$ cat config.mk
export PLATFORM = sky130hd
export DESIGN_NAME = memory_responder_flat
export DESIGN_NICKNAME = d
export VERILOG_FILES = /design/src/rtl/memory_responder_if.sv /design/src/rtl/memory_responder.sv /design/src/flat_wrapper.sv
export SDC_FILE = /design/constraint.sdc
export NUM_CORES = 2
export LEC_CHECK = 0
export CAP_MARGIN = 20
export CORE_ASPECT_RATIO = 1.1
export CORE_MARGIN = 3
export CORE_UTILIZATION = 44
export DETAILED_ROUTE_END_ITERATION = 16
export HOLD_SLACK_MARGIN = 0.05
export PLACE_DENSITY_LB_ADDON = 0.05
export SLEW_MARGIN = 20
export SYNTH_ARGS = -nofsm -noshare
export SYNTH_HDL_FRONTEND = slang
export SYNTH_SLANG_ARGS = --single-unit
$ cat constraint.sdc
create_clock -name Clock -period 8.21 [get_ports Clock]
set_input_delay 1.642 -clock Clock [delete_from_list [all_inputs] [get_ports Clock]]
set_output_delay 1.642 -clock Clock [all_outputs]
set_load 0.005 [all_outputs]
$ cat src/rtl/memory_responder_if.sv
// CPU fetch/load/store port and program-loader port of the memory responder.
// master = CPU + loader side, slave = responder side.
interface memory_responder_if;
    logic [7:0] SaidaPCLeEndereco;
    logic [7:0] Instrucao;
    logic [7:0] EnderecoDado;
    logic [7:0] DadoEscrito;
    logic       EscMem;
    logic       LerMem;
    logic [7:0] LeDado;
    logic       CarregaValido;
    logic [7:0] CarregaDado;
    logic       CarregaFim;
    logic       CarregaPronto;
    logic       CpuReset;

    modport master (
        output SaidaPCLeEndereco, EnderecoDado, DadoEscrito, EscMem, LerMem,
               CarregaValido, CarregaDado, CarregaFim,
        input  Instrucao, LeDado, CarregaPronto, CpuReset
    );

    modport slave (
        input  SaidaPCLeEndereco, EnderecoDado, DadoEscrito, EscMem, LerMem,
               CarregaValido, CarregaDado, CarregaFim,
        output Instrucao, LeDado, CarregaPronto, CpuReset
    );
endinterface

$ cat src/rtl/memory_responder.sv
// Memory responder for a single-cycle CPU: a byte-wide loader fills the
// instruction memory while the CPU is held in reset, then the CPU runs with
// zero-latency instruction fetch and data load from separate arrays.
module memory_responder #(
    parameter int IMEM_DEPTH = 256,
    parameter int DMEM_DEPTH = 256
) (
    input  logic                  Clock,
    input  logic                  reset,
    memory_responder_if.slave     bus
);

    typedef enum logic {S_LOAD = 1'b0, S_RUN = 1'b1} state_e;

    state_e     state_q, state_d;
    logic [7:0] ptr_q, ptr_d;

    // Memories are not touched by reset; power-up content is zero.
    logic [7:0] imem_q [IMEM_DEPTH] = '{default: 8'h00};
    logic [7:0] dmem_q [DMEM_DEPTH] = '{default: 8'h00};

    logic load_wr, store_wr;

    // Write enables; reset blocks every memory write in its cycle.
    assign load_wr  = !reset && (state_q == S_LOAD) && bus.CarregaValido;
    assign store_wr = !reset && (state_q == S_RUN)  && bus.EscMem;

    // State register and load pointer.
    always_ff @(posedge Clock) begin
        if (reset) begin
            state_q <= S_LOAD;
            ptr_q   <= 8'h00;
        end else begin
            state_q <= state_d;
            ptr_q   <= ptr_d;
        end
    end

    // Next state: leave LOAD on end-of-program or after filling byte 255;
    // RUN is only left through reset.
    always_comb begin
        state_d = state_q;
        ptr_d   = ptr_q;
        if (state_q == S_LOAD) begin
            if (bus.CarregaValido)
                ptr_d = ptr_q + 8'h01;
            if (bus.CarregaFim || (bus.CarregaValido && ptr_q == 8'hFF))
                state_d = S_RUN;
        end
    end

    // Outputs: loader handshake and CPU reset in LOAD, memory reads in RUN.
    always_comb begin
        bus.CarregaPronto = (state_q == S_LOAD);
        bus.CpuReset      = (state_q == S_LOAD);
        bus.Instrucao     = 8'h00;
        bus.LeDado        = 8'h00;
        if (state_q == S_RUN) begin
            bus.Instrucao = imem_q[bus.SaidaPCLeEndereco];
            if (bus.LerMem)
                bus.LeDado = dmem_q[bus.EnderecoDado];
        end
    end

    // Instruction memory: written only by the loader.
    always_ff @(posedge Clock) begin
        if (load_wr)
            imem_q[ptr_q] <= bus.CarregaDado;
    end

    // Data memory: written only by CPU stores; reads see the old value
    // until the edge.
    always_ff @(posedge Clock) begin
        if (store_wr)
            dmem_q[bus.EnderecoDado] <= bus.DadoEscrito;
    end

endmodule

$ cat src/flat_wrapper.sv
// flat-port wrapper written by rule: the top's interface ports become plain ports
module memory_responder_flat 
#(
    parameter int IMEM_DEPTH = 256,
    parameter int DMEM_DEPTH = 256
)
  (Clock, reset, bus_SaidaPCLeEndereco, bus_EnderecoDado, bus_DadoEscrito, bus_EscMem, bus_LerMem, bus_CarregaValido, bus_CarregaDado, bus_CarregaFim, bus_Instrucao, bus_LeDado, bus_CarregaPronto, bus_CpuReset);
  memory_responder_if bus_i ();
  input  logic Clock;
  input  logic reset;
  input wire logic [$bits(bus_i.SaidaPCLeEndereco)-1:0] bus_SaidaPCLeEndereco;
  input wire logic [$bits(bus_i.EnderecoDado)-1:0] bus_EnderecoDado;
  input wire logic [$bits(bus_i.DadoEscrito)-1:0] bus_DadoEscrito;
  input wire logic [$bits(bus_i.EscMem)-1:0] bus_EscMem;
  input wire logic [$bits(bus_i.LerMem)-1:0] bus_LerMem;
  input wire logic [$bits(bus_i.CarregaValido)-1:0] bus_CarregaValido;
  input wire logic [$bits(bus_i.CarregaDado)-1:0] bus_CarregaDado;
  input wire logic [$bits(bus_i.CarregaFim)-1:0] bus_CarregaFim;
  output wire logic [$bits(bus_i.Instrucao)-1:0] bus_Instrucao;
  output wire logic [$bits(bus_i.LeDado)-1:0] bus_LeDado;
  output wire logic [$bits(bus_i.CarregaPronto)-1:0] bus_CarregaPronto;
  output wire logic [$bits(bus_i.CpuReset)-1:0] bus_CpuReset;
  assign bus_i.SaidaPCLeEndereco = bus_SaidaPCLeEndereco;
  assign bus_i.EnderecoDado = bus_EnderecoDado;
  assign bus_i.DadoEscrito = bus_DadoEscrito;
  assign bus_i.EscMem = bus_EscMem;
  assign bus_i.LerMem = bus_LerMem;
  assign bus_i.CarregaValido = bus_CarregaValido;
  assign bus_i.CarregaDado = bus_CarregaDado;
  assign bus_i.CarregaFim = bus_CarregaFim;
  assign bus_Instrucao = bus_i.Instrucao;
  assign bus_LeDado = bus_i.LeDado;
  assign bus_CarregaPronto = bus_i.CarregaPronto;
  assign bus_CpuReset = bus_i.CpuReset;
  memory_responder #(.IMEM_DEPTH(IMEM_DEPTH), .DMEM_DEPTH(DMEM_DEPTH)) u_core (.Clock(Clock), .reset(reset), .bus(bus_i));
endmodule
After elaboration in Yosys (flattened, before gate mapping):

Memory sizes are Yosys's and may differ from the RTL's.
Cells that the tools add are included.

* register bits: 9
* memories: 2
* input bits: 38
* RAM bits: 4096
* logic and storage cells: 24
* output and inout bits: 18

* bitwise logic cells: 1
* reductions and logical operators: 8
* multiplexer cells: 9
* add/subtract/negate cells: 1
* eq/ne operators: 1

Memory list
* u_core.dmem_q: depth 256, bits a word 8, rd ports 1, clocked after memory_dff 0, wr ports 1, RTL line memory_responder.sv:20 `logic [7:0] dmem_q [DMEM_DEPTH] = '{default: 8'h00};`
* u_core.imem_q: depth 256, bits a word 8, rd ports 1, clocked after memory_dff 0, wr ports 1, RTL line memory_responder.sv:19 `logic [7:0] imem_q [IMEM_DEPTH] = '{default: 8'h00};`

Operators with widths (count)
* $mux 8: 3
* $add 8x1->8 const B: 1
* $eq 8x8->1 const B: 1
* $mux 1: 6
* $logic_and 1x1->1: 5
* $reduce_and 2->1: 1
* $logic_not 1->1: 1
* $logic_or 1x1->1: 1
* $not 1->1: 1

Longest topological paths before layout:

* depth in word-level cells: 5
* depth in mapped cells: 12
* gate-level depth less buffers: 7

Worst setup path before layout:

Ideal clock, no wire load.

* kind: input-to-output
* start: input port bus_EnderecoDado[0]
* end: output port bus_LeDado[7]
* path buffers: 5
* required time: 6568 ps
* cell stages on the path: 9
* arrival: 3698 ps
* path slack: 2870 ps
* path through: buf_6 > buf_12 > buf_6 > buf_6 > buf_2 > mux4_2 > a2111oi_0 > o2111a_1 > a31oi_1

* word-level cells in the longest chain between the ends: 3

RTL lines
* start, declared: RTL line flat_wrapper.sv:12 `input wire logic [$bits(bus_i.EnderecoDado)-1:0] bus_EnderecoDado;`
* $mem_v2 256x8
* $mux 8: RTL line memory_responder.sv:60 `if (bus.LerMem)`
* $mux 8: RTL line memory_responder.sv:58 `if (state_q == S_RUN) begin`
* end, declared: RTL line flat_wrapper.sv:20 `output wire logic [$bits(bus_i.LeDado)-1:0] bus_LeDado;`

No other way between the ends.

Worst setup path in the final report:

* start: input port bus_EnderecoDado[0]
* end: output port bus_LeDado[2]

The elaborated chain is that of the path after synthesis.

==> flow_summary.json <==
{
  "use_met1_pct": 33.2,
  "r2r_cells": 7,
  "fin_skew_ns": 0.0471,
  "layout.nets": 8018,
  "cp-end-kind": "output pin",
  "cp_slowest_cell": "nor4_1",
  "syn2layout_area_growth_pct": 13.2,
  "num_vias": 79900,
  "grt_use_total_pct": 25.6,
  "critPathKind": "in2out",
  "syn_inst": 7653,
  "fillers": 29000,
  "cts_setup_buffers": 0,
  "ys.flop_type": "edfxtp_1",
  "die_area_mm2": 0.370,
  "place.gp.congestion": 0.998,
  "overflow": 0,
  "hold_buffers": 0,
  "final-setup-viol-count": 1,
  "synth-edff-count": 4096,
  "drive_gt1_share_pct": 22.5,
  "die-height_um": 638,
  "cp.arrival_ns": 6.66,
  "drt_pre_antenna_iters": 6,
  "critPathRequiredTime_ns": 6.57,
  "holdPathEnd": "u_core.ptr_q[0]",
  "numCtsBuffers": 427,
  "p_per_area_mw_per_mm2": 247,
  "synth_compound_area_share_pct": 3.08,
  "path_buf_inv": 4,
  "finalWorstSetupSlack_ns": -0.0969,
  "synth_mux_area_share_pct": 15.2,
  "grt_max_degree": 190,
  "die_x_um": 580,
  "htree_levels": 5,
  "rsz0062_at_grt": "false",
  "status": "finished, violations left",
  "p_sw_share_pct": 21.6,
  "r2r_slack_ns": 3.82,
  "min_from": "u_core.ptr_q[0]",
  "internal_power_mw": 34.9,
  "synth_xor_area_share_pct": 0.0384,
  "port_buffers": 55,
  "drv_cap": 0,
  "fmax_mhz": 120,
  "cts_resized": 0,
  "cts_tree": "yes",
  "ys_seq_elements": 4105,
  "slew_viol_final": 0,
  "grt_pass1_vias": 81500,
  "clock_latency_ns": 0.98,
  "slew_headroom_pct": 11.5,
  "syn_area_mm2": 0.160,
  "critPathMaxStageDelay_ns": 0.68,
  "final-hold-violation-count": 0,
  "pre_cts_ws_ns": 0.0685,
  "start_kind": "primary input",
  "violations": "setup timing",
  "synth-adder-area-share_pct": 0.0314,
  "gr-max-usage-layer": "met2",
  "pwr-share-clk_pct": 43.3,
  "fin_cells": 13100,
  "cts_num_sinks": 4105,
  "fin_total_pwr_mw": 44.6,
  "cts_buffer_depth": 4,
  "gr-usage-met3_pct": 3.58,
  "synth_fp_nets": 7695,
  "post-route-period-util_pct": 101,
  "cp_top_family": "simple AND/OR/NAND/NOR gates",
  "p_comb_share_pct": 4.9,
  "ant_nets": 0,
  "synth_top_family_by_area": "multiplexers",
  "r2r-start": "u_core.state_q",
  "p_sw_mw": 9.64,
  "wl_um": 478000,
  "rows": 231,
  "hold_class": "reg2reg",
  "crit_chain": "buf_8 > and2_2 > buf_4 > a22oi_1 > and4_1 > a31oi_1 > nand4_1 > nor4_1 > buf_4 > a31oi_1 > clkdlybuf4s50_1",
  "drtIter0Drc": 8280,
  "yosysWarnings": 0,
  "pin_count": 56,
  "dp_hpwl_um": 300000,
  "antenna_found_initial": 14,
  "synthArstFlopShare_pct": 0,
  "ir_drop_uv": 188,
  "via_per_inst": 6.10,
  "ys_seq_area_share_pct": 77.2,
  "synth_simple_gate_area_share_pct": 2.83,
  "syn_area_per_cell_um2": 20.8,
  "cts_root_buffer": "clkbuf_16",
  "clk_pin_slew_ns": 0.06,
  "grt_use_met2_pct": 43.6,
  "placedCellCount": 12300,
  "synth_cell_type_count": 71,
  "wl_per_cell_um": 36.4,
  "post-route-min-period_ns": 8.31,
  "drc": 0,
  "min_path_cells": 2,
  "start_util_pct": 44.3,
  "tightest_slew_ns": 1.33,
  "grt_pass1_wl_um": 665000,
  "cp_max_fo": 51,
  "pwr-share-seq_pct": 51.8,
  "p_leak_nw": 56.2,
  "reg2reg_to": "u_core.dmem_q[126][5]",
  "core_area_mm2": 0.360
}
==> worst reg2reg max path: cells and delay by family, from the launching register on <==
| kind | cells | cell delay, ns |
|---|---|---|
| buffers and inverters | 3 | 1.17 |
| AND/OR/NAND/NOR | 4 | 1.89 |
| flip-flops | 1 | 0.92 |
==> worst max-delay path by stage <==
stage,from,end,slack [ns],depth (start not counted)
finish,bus_EnderecoDado[0],bus_LeDado[2],-0.1,11
global route,bus_EnderecoDado[0],bus_LeDado[2],0.07,11
global placement,bus_EnderecoDado[0],bus_LeDado[2],0.07,11
floorplan,bus_EnderecoDado[0],bus_LeDado[7],2.87,9
CTS,bus_EnderecoDado[0],bus_LeDado[2],0.03,11
detailed placement,bus_EnderecoDado[0],bus_LeDado[2],0.07,11
==> synth_stat cells (all sizes together) (5+ instances only) <==
master	number	share of area, %
edfxtp	4096	77
mux4	888	13
nor2	628	1.5
mux2i	425	2.7
buf	267	1.1
clkbuf	209	0.49
nand2	163	0.38
a22oi	127	0.60
o221ai	119	0.65
a21oi	110	0.35
nand3	84	0.26
o22ai	70	0.27
o21ai	58	0.18
nor3	35	0.11
nand4	32	0.13
a211oi	30	0.14
a31oi	22	0.086
o211ai	19	0.089
nor4	17	0.067
a32oi	16	0.088
and2	15	0.059
and3	14	0.055
a22o	13	0.071
nand2b	13	0.051
o31ai	13	0.061
a2111oi	12	0.066
a221oi	11	0.060
a311oi	11	0.060
o21bai	11	0.052
inv	10	0.024
nor2b	10	0.039
dfxtp	9	0.11
o2111ai	9	0.049
o41ai	8	0.044
or3	7	0.027
xor2	6	0.033
o311ai	5	0.027
==> kinds of logic (layout without fill, tap and decap cells) <==
logic type,after synthesis,after routing
buf+inv,486,1156
simple gates,1048,1048
flops,4105,4105
other cells,0,6
xor+xnor,7,7
compound gates,686,686
fa+ha+maj,4,4
mux,1317,1317
==> cell usage in the layout, fill, tap and decap left out, types with 12 or more instances in the layout <==
master / Yosys / routed
mux4_2: 886 / 886
clkinv_2: 0 / 86
a211oi_1: 30 / 30
clkdlybuf4s50_1: 0 / 29
a31oi_1: 22 / 22
a21oi_1: 110 / 110
nor3_1: 35 / 31
and3_1: 14 / 14
edfxtp_1: 4096 / 4096
nand4_1: 32 / 32
and2_1: 14 / 13
o221ai_1: 119 / 119
inv_6: 0 / 13
a2111oi_0: 12 / 12
o31ai_1: 13 / 13
nand3_1: 84 / 84
buf_4: 73 / 261
buf_12: 1 / 56
bufinv_16: 0 / 47
nor2_1: 628 / 624
clkinv_1: 0 / 89
o21ai_0: 56 / 56
nor4_1: 17 / 16
a22o_1: 13 / 13
clkbuf_8: 0 / 14
o211ai_1: 19 / 19
a22oi_1: 127 / 127
mux2i_1: 425 / 425
clkbuf_16: 0 / 433
clkbuf_1: 209 / 84
nand2_1: 163 / 154
a32oi_1: 16 / 16
o22ai_1: 70 / 70
==> routing by layer <==
layer  up-vias  share of wire (%)
met1     43500                 39
met2      2945                 51
li1      32700                  -
met4         0                4.6
met3       718                5.6
met5         -                  0
==> final cells by class <==
type / instances / area [um^2] / share of cell area [%]
Sequential cell: 4105 / 123000 / 68.2
Multi-Input combinational cell: 3062 / 34000 / 18.8
Clock buffer: 517 / 11200 / 6.17
Tap cell: 4776 / 5980 / 3.31
Timing Repair Buffer: 370 / 3680 / 2.04
Clock inverter: 259 / 2640 / 1.46
Inverter: 10 / 45.0 / 0.0249
Antenna cell: 6 / 15.0 / 0.00831
==> stage by stage <==
| step | area [um^2] | TNS, ns | hold slack, ns | utilization (%) |
|---|---|---|---|---|
| 2_1_floorplan | 160000 | 0 | 0.561 | - |
| 3_3_place_gp | 167000 | 0 | 0.587 | 46.3 |
| 3_5_place_dp | 167000 | 0 | 0.606 | 46.3 |
| 4_1_cts | 181000 | 0 | 0.621 | 50.1 |
| 5_1_grt | 181000 | 0 | 0.691 | 50.1 |
| 6_report | 181000 | -0.0969 | 0.628 | 50.1 |
==> power groups by stage <==
stage	clock network [mW]	registers [mW]	logic, mW
2_1_floorplan	0	23.5	1.05
3_3_place_gp	0	23.5	2.18
3_5_place_dp	0	23.5	2.20
4_1_cts	19.6	23.1	2.20
5_1_grt	20.5	23.1	2.27
6_report	19.3	23.1	2.18
==> state kept, by name, summed over array words and instances (netlist names) <==
| name | count |
|---|---|
| u_core.dmem_q | 2048 |
| u_core.ptr_q | 8 |
| u_core.state_q | 1 |
| u_core.imem_q | 2048 |
No activity file was read; power rests on OpenSTA's default activity.
